$ cat config.mk
export PLATFORM = sky130hd
export DESIGN_NAME = usb_cmd_parser
export DESIGN_NICKNAME = d
export VERILOG_FILES = /design/src/rtl/usb_cmd_parser.sv
export SDC_FILE = /design/constraint.sdc
export NUM_CORES = 1
export LEC_CHECK = 0
export CORE_ASPECT_RATIO = 0.75
export CORE_MARGIN = 5
export CORE_UTILIZATION = 50
export CTS_CLUSTER_DIAMETER = 80
export CTS_CLUSTER_SIZE = 16
export DETAILED_ROUTE_END_ITERATION = 8
export PLACE_DENSITY = 0.84
export SLEW_MARGIN = 20
export SYNTH_ARGS = -nofsm -noshare
export SYNTH_HDL_FRONTEND = slang
export SYNTH_SLANG_ARGS = --single-unit
$ cat constraint.sdc
create_clock -name clk -period 2.8 [get_ports clk]
set_input_delay 0.56 -clock clk [delete_from_list [all_inputs] [get_ports clk]]
set_output_delay 0.56 -clock clk [all_outputs]
set_load 0.01 [all_outputs]
$ cat src/rtl/usb_cmd_parser.sv
// usb_cmd_parser: framed command decoder between the USB FIFO receiver and
// the waveform generator. Frames are AA, OP, P0, P1, CK with CK = OP^P0^P1.
// Good frames update the registered control outputs. Bad or stalled frames
// are dropped and reported on err/err_code.
module usb_cmd_parser #(
    parameter logic [4:0]  DEF_STATE = 5'd4,
    parameter logic [11:0] DEF_FREQ  = 12'd1,
    parameter logic [15:0] TIMEOUT   = 16'd50000
) (
    input  logic        clk,
    input  logic        rst,
    input  logic [7:0]  rx_data,
    input  logic        rx_valid,
    output logic        rx_ready,
    output logic [4:0]  state,
    output logic [11:0] state_freq,
    output logic [2:0]  state_amp,
    output logic [7:0]  state_phase,
    output logic        upd,
    output logic        err,
    output logic [1:0]  err_code,
    output logic [7:0]  frame_cnt
);

    localparam logic [7:0] HDR = 8'hAA;

    typedef enum logic [2:0] {
        S_IDLE,
        S_OPC,
        S_PL0,
        S_PL1,
        S_CHK
    } fsm_t;

    fsm_t        r_fsm;
    logic [15:0] r_idle;
    logic [7:0]  r_op;
    logic [7:0]  r_p0;
    logic [7:0]  r_p1;
    logic [4:0]  r_state;
    logic [11:0] r_freq;
    logic [2:0]  r_amp;
    logic [7:0]  r_phase;
    logic        r_upd;
    logic        r_err;
    logic [1:0]  r_code;
    logic [7:0]  r_cnt;

    logic        w_take;
    logic        w_ck_ok;

    // The parser never back-pressures; it only refuses bytes while held in reset.
    assign rx_ready = ~rst;
    assign w_take   = rx_valid & rx_ready;
    assign w_ck_ok  = (rx_data == (r_op ^ r_p0 ^ r_p1));

    assign state       = r_state;
    assign state_freq  = r_freq;
    assign state_amp   = r_amp;
    assign state_phase = r_phase;
    assign upd         = r_upd;
    assign err         = r_err;
    assign err_code    = r_code;
    assign frame_cnt   = r_cnt;

    // Shadow registers capture the frame body; they are pure data and need no reset.
    always_ff @(posedge clk) begin
        if (w_take) begin
            case (r_fsm)
                S_OPC:   r_op <= rx_data;
                S_PL0:   r_p0 <= rx_data;
                S_PL1:   r_p1 <= rx_data;
                default: ;
            endcase
        end
    end

    // Frame FSM, idle timeout, and the registered control outputs it commits.
    always_ff @(posedge clk or posedge rst) begin
        if (rst) begin
            r_fsm   <= S_IDLE;
            r_idle  <= 16'd0;
            r_state <= DEF_STATE;
            r_freq  <= DEF_FREQ;
            r_amp   <= 3'd0;
            r_phase <= 8'd0;
            r_upd   <= 1'b0;
            r_err   <= 1'b0;
            r_code  <= 2'd0;
            r_cnt   <= 8'd0;
        end else begin
            r_upd <= 1'b0;
            r_err <= 1'b0;
            if (w_take) begin
                // An accepted byte always wins over a timeout expiring this cycle.
                r_idle <= 16'd0;
                case (r_fsm)
                    S_IDLE: if (rx_data == HDR) r_fsm <= S_OPC;
                    S_OPC:  r_fsm <= S_PL0;
                    S_PL0:  r_fsm <= S_PL1;
                    S_PL1:  r_fsm <= S_CHK;
                    S_CHK: begin
                        r_fsm <= S_IDLE;
                        if (!w_ck_ok) begin
                            r_err  <= 1'b1;
                            r_code <= 2'd1;
                        end else begin
                            case (r_op)
                                8'h01: begin
                                    r_state <= r_p1[4:0];
                                    r_upd   <= 1'b1;
                                    r_cnt   <= r_cnt + 8'd1;
                                end
                                8'h02: begin
                                    r_freq <= {r_p0[3:0], r_p1};
                                    r_upd  <= 1'b1;
                                    r_cnt  <= r_cnt + 8'd1;
                                end
                                8'h03: begin
                                    r_amp <= r_p1[2:0];
                                    r_upd <= 1'b1;
                                    r_cnt <= r_cnt + 8'd1;
                                end
                                8'h04: begin
                                    r_phase <= r_p1;
                                    r_upd   <= 1'b1;
                                    r_cnt   <= r_cnt + 8'd1;
                                end
                                default: begin
                                    r_err  <= 1'b1;
                                    r_code <= 2'd2;
                                end
                            endcase
                        end
                    end
                    default: r_fsm <= S_IDLE;
                endcase
            end else if (r_fsm != S_IDLE) begin
                // Stalled mid-frame: drop the partial frame once the gap hits the limit.
                if (r_idle == TIMEOUT - 16'd1) begin
                    r_fsm  <= S_IDLE;
                    r_idle <= 16'd0;
                    r_err  <= 1'b1;
                    r_code <= 2'd3;
                end else begin
                    r_idle <= r_idle + 16'd1;
                end
            end
        end
    end

endmodule

==> summary.txt <==
pin count of the biggest net entering global routing - 39
# port buffers - 51
Clock Pin Slew Worst Setup and Hold Paths - 80 ps
slowest stage cell, crit path - or4b_4
Die Area - 9530 µm²
synthesized flop and latch total - 83
antenna violations before repair - 0
Max Cap Viol - 0
clk buf depth - 2
cts bufs inserted - 9
number of flops mapped to enable cells by yosys - 24
Design Area, Final - 4840 µm²
area leader, netlist - dfrtp_1
Max VDD drop - 0.248 mV
CP max FO - 5
RSZ-0062 raised after global routing - no
Post-DP HPWL - 6060 µm
Tot Pwr - 2.54 mW
register area share after synthesis - 57.4%
Clock Latency Late Sink - 350 ps
synthesized area per cell - 12.6 µm²
cts hold-fix bufs - 0
register area - 2200 µm²
required time worst endpoint - 3040 ps
first-pass GRT wire length - 13600 µm
Die Ht - 85.8 µm
post-synthesis cell type count - 47
clock root cell - clkbuf_8
Most used DFF post-synth - dfrtp_1
# setup viols final - 0
gpl congestion - 0.893
cell depth of the worst flop-to-flop path - 5
# fillers - 537
DRC - 0
core box area - 7400 µm²
layout cells sized above 1 - 20.9%
placed instance area - 4620 µm²
area of the mapped netlist - 3830 µm²
worst setup path class - input port to flip-flop
Synthesized Nets - 317
most common cell in the synthesized netlist - dfrtp_1
PD cells - 525 nW/µm²
Total Wirelength - 8280 µm
row cnt - 27
area grow syn2layout - 26.4%
final-report max-slew violation count - 0
grt ovf - 0
Hold Violations, Final - 0
leakage - 2.09 nW
postcts setup bufs - 0
# resized after CTS - 0
CTS H-tree lvls - 3
Worst-Margin Slew - 823 ps
Vias - 2718
Setup Total Neg Slack - 0 ps
Slowest Stage Delay on Critical Path - 550 ps
WHS Path Cells - 1
CTS tree - built
cell breakdown of the critical path - clkdlybuf4s50_1 > or4b_1 > or4b_4 > nor4b_2 > nand3_1 > mux2_2
worst hold path type - flip-flop to flip-flop
initial core utilization - 51.8%
clk_skew - 6.30 ps
CTS sink cnt - 83
final layout net count - 396
number of global-route vias before repair - 2719
Multi-input gate area - 1580 µm²
most frequent cells after synthesis - dfrtp_1 (57), edfxtp_1 (24), nand2_1 (21), mux2_2 (20), xnor2_1 (20)
run status - complete, no violations
Tmin final - 2730 ps
final cycle utilization of the critical path - 97.4%
post-route ant nets - 0
CP endpoint kind - flip-flop
DR iter-0 viols - 196
io pins - 52
Synth top area share - 37.2%
Synth area leaders - dfrtp_1 (37%), edfxtp_1 (19%), mux2_2 (5.9%)
Startpoint Class - input port
Synthesis Warnings - 0
Total GRT Usage - 18.1%
slew margin rel. - 44.9%
FFs w/ async S/R, synth - 71.1%
Via density - 5.56
Die W - 111 µm
number of diodes - 0
routed len/inst - 16.9 µm
Max Clock Freq - 367 MHz
CP arrival - 2960 ps
Pre-antenna DRT Iters - 4
Synth Instances - 304
-- cell usage in the layout, fill, tap and decap left out, types with 9 or more instances in the layout --
cell             count
dfrtp_1             57
nand2_1             21
clkdlybuf4s50_1     51
xor2_1              12
mux2_4              10
mux2_2              20
edfxtp_1            24
o21ai_0             14
nor3_1              17
nor2_1              18
buf_4               22
nand3_1             11
xnor2_1             20
clkbuf_8             9
-- registers in the layout, indices dropped and copies added (netlist names) --
name         count
r_idle          16
state_freq      12
frame_cnt        8
r_op             8
r_p0             8
r_p1             8
state_phase      8
state            5
r_fsm            3
state_amp        3
err_code         2
err              1
upd              1
-- layout make-up --
class / instances / area share (%)
clock buffers: 9 / 2.56
clock inverters: 7 / 1.91
inverters: 4 / 0.388
multi-input cells: 211 / 32.7
flip-flops and latches: 83 / 45.4
well taps: 101 / 2.61
repair buffers: 74 / 14.4
-- power breakdown --
part / leakage, nW / total (mW) / internal [mW] / switching, mW
logic: 0.974 / 0.281 / 0.127 / 0.155
registers: 1.01 / 1.34 / 1.29 / 0.0459
clock network: 0.103 / 0.922 / 0.499 / 0.423
-- worst max-delay path, delay by kind of cell --
family	cells	cell delay (ps)
buffers and inverters	1	480
multiplexers	1	360
AND/OR/NAND/NOR	4	1550
-- layer usage --
layer / up-vias / track usage, % / part of all wire (%)
li1: 1273 / - / -
met4: 0 / 4.86 / 0.89
met1: 1353 / 23.2 / 46
met2: 84 / 29.8 / 47
met5: - / 0 / 0
met3: 8 / 5.92 / 6.1
-- final timing paths --
kind | slack [ps] | to | start
min in group asynchronous | 760 | frame_cnt[1]$_DFFE_PP0P_ | rst
setup / recovery | 70 | state[1]$_DFFE_PP0P_ | rx_valid
hold reg to reg | 490 | frame_cnt[7]$_DFFE_PP0P_ | frame_cnt[7]$_DFFE_PP0P_
hold / removal | 490 | frame_cnt[7]$_DFFE_PP0P_ | frame_cnt[7]$_DFFE_PP0P_
max in group asynchronous | 1580 | state[2]$_DFFE_PP1P_ | rst
setup reg to reg | 170 | state[1]$_DFFE_PP0P_ | r_op[4]$_DFFE_PP_
-- kinds of logic (layout without fill, tap and decap cells) --
| logic type | count (synthesis) | in the layout | synth area share, % |
|---|---|---|---|
| adder cells (fa/ha/maj) | 2 | 2 | 0.653 |
| XOR/XNOR | 32 | 32 | 7.32 |
| buffers and inverters | 10 | 94 | 1.21 |
| multiplexers | 33 | 33 | 10.6 |
| flip-flops | 83 | 83 | 57.4 |
| AO/OA/AOI/OAI | 34 | 34 | 5.72 |
| AND/OR/NAND/NOR | 110 | 110 | 17.1 |
-- metrics by stage --
step	setup WS, ps	utilization (%)	hold WS (ps)	cells
finish	73.9	65.4	485	489
global route	40.5	65.4	508	489
CTS	86.6	65.4	492	489
detailed placement	-290	62.5	481	473
global placement	-210	62.5	457	473
floorplan	309	-	476	304
No activity file was read; power rests on OpenSTA's default activity.
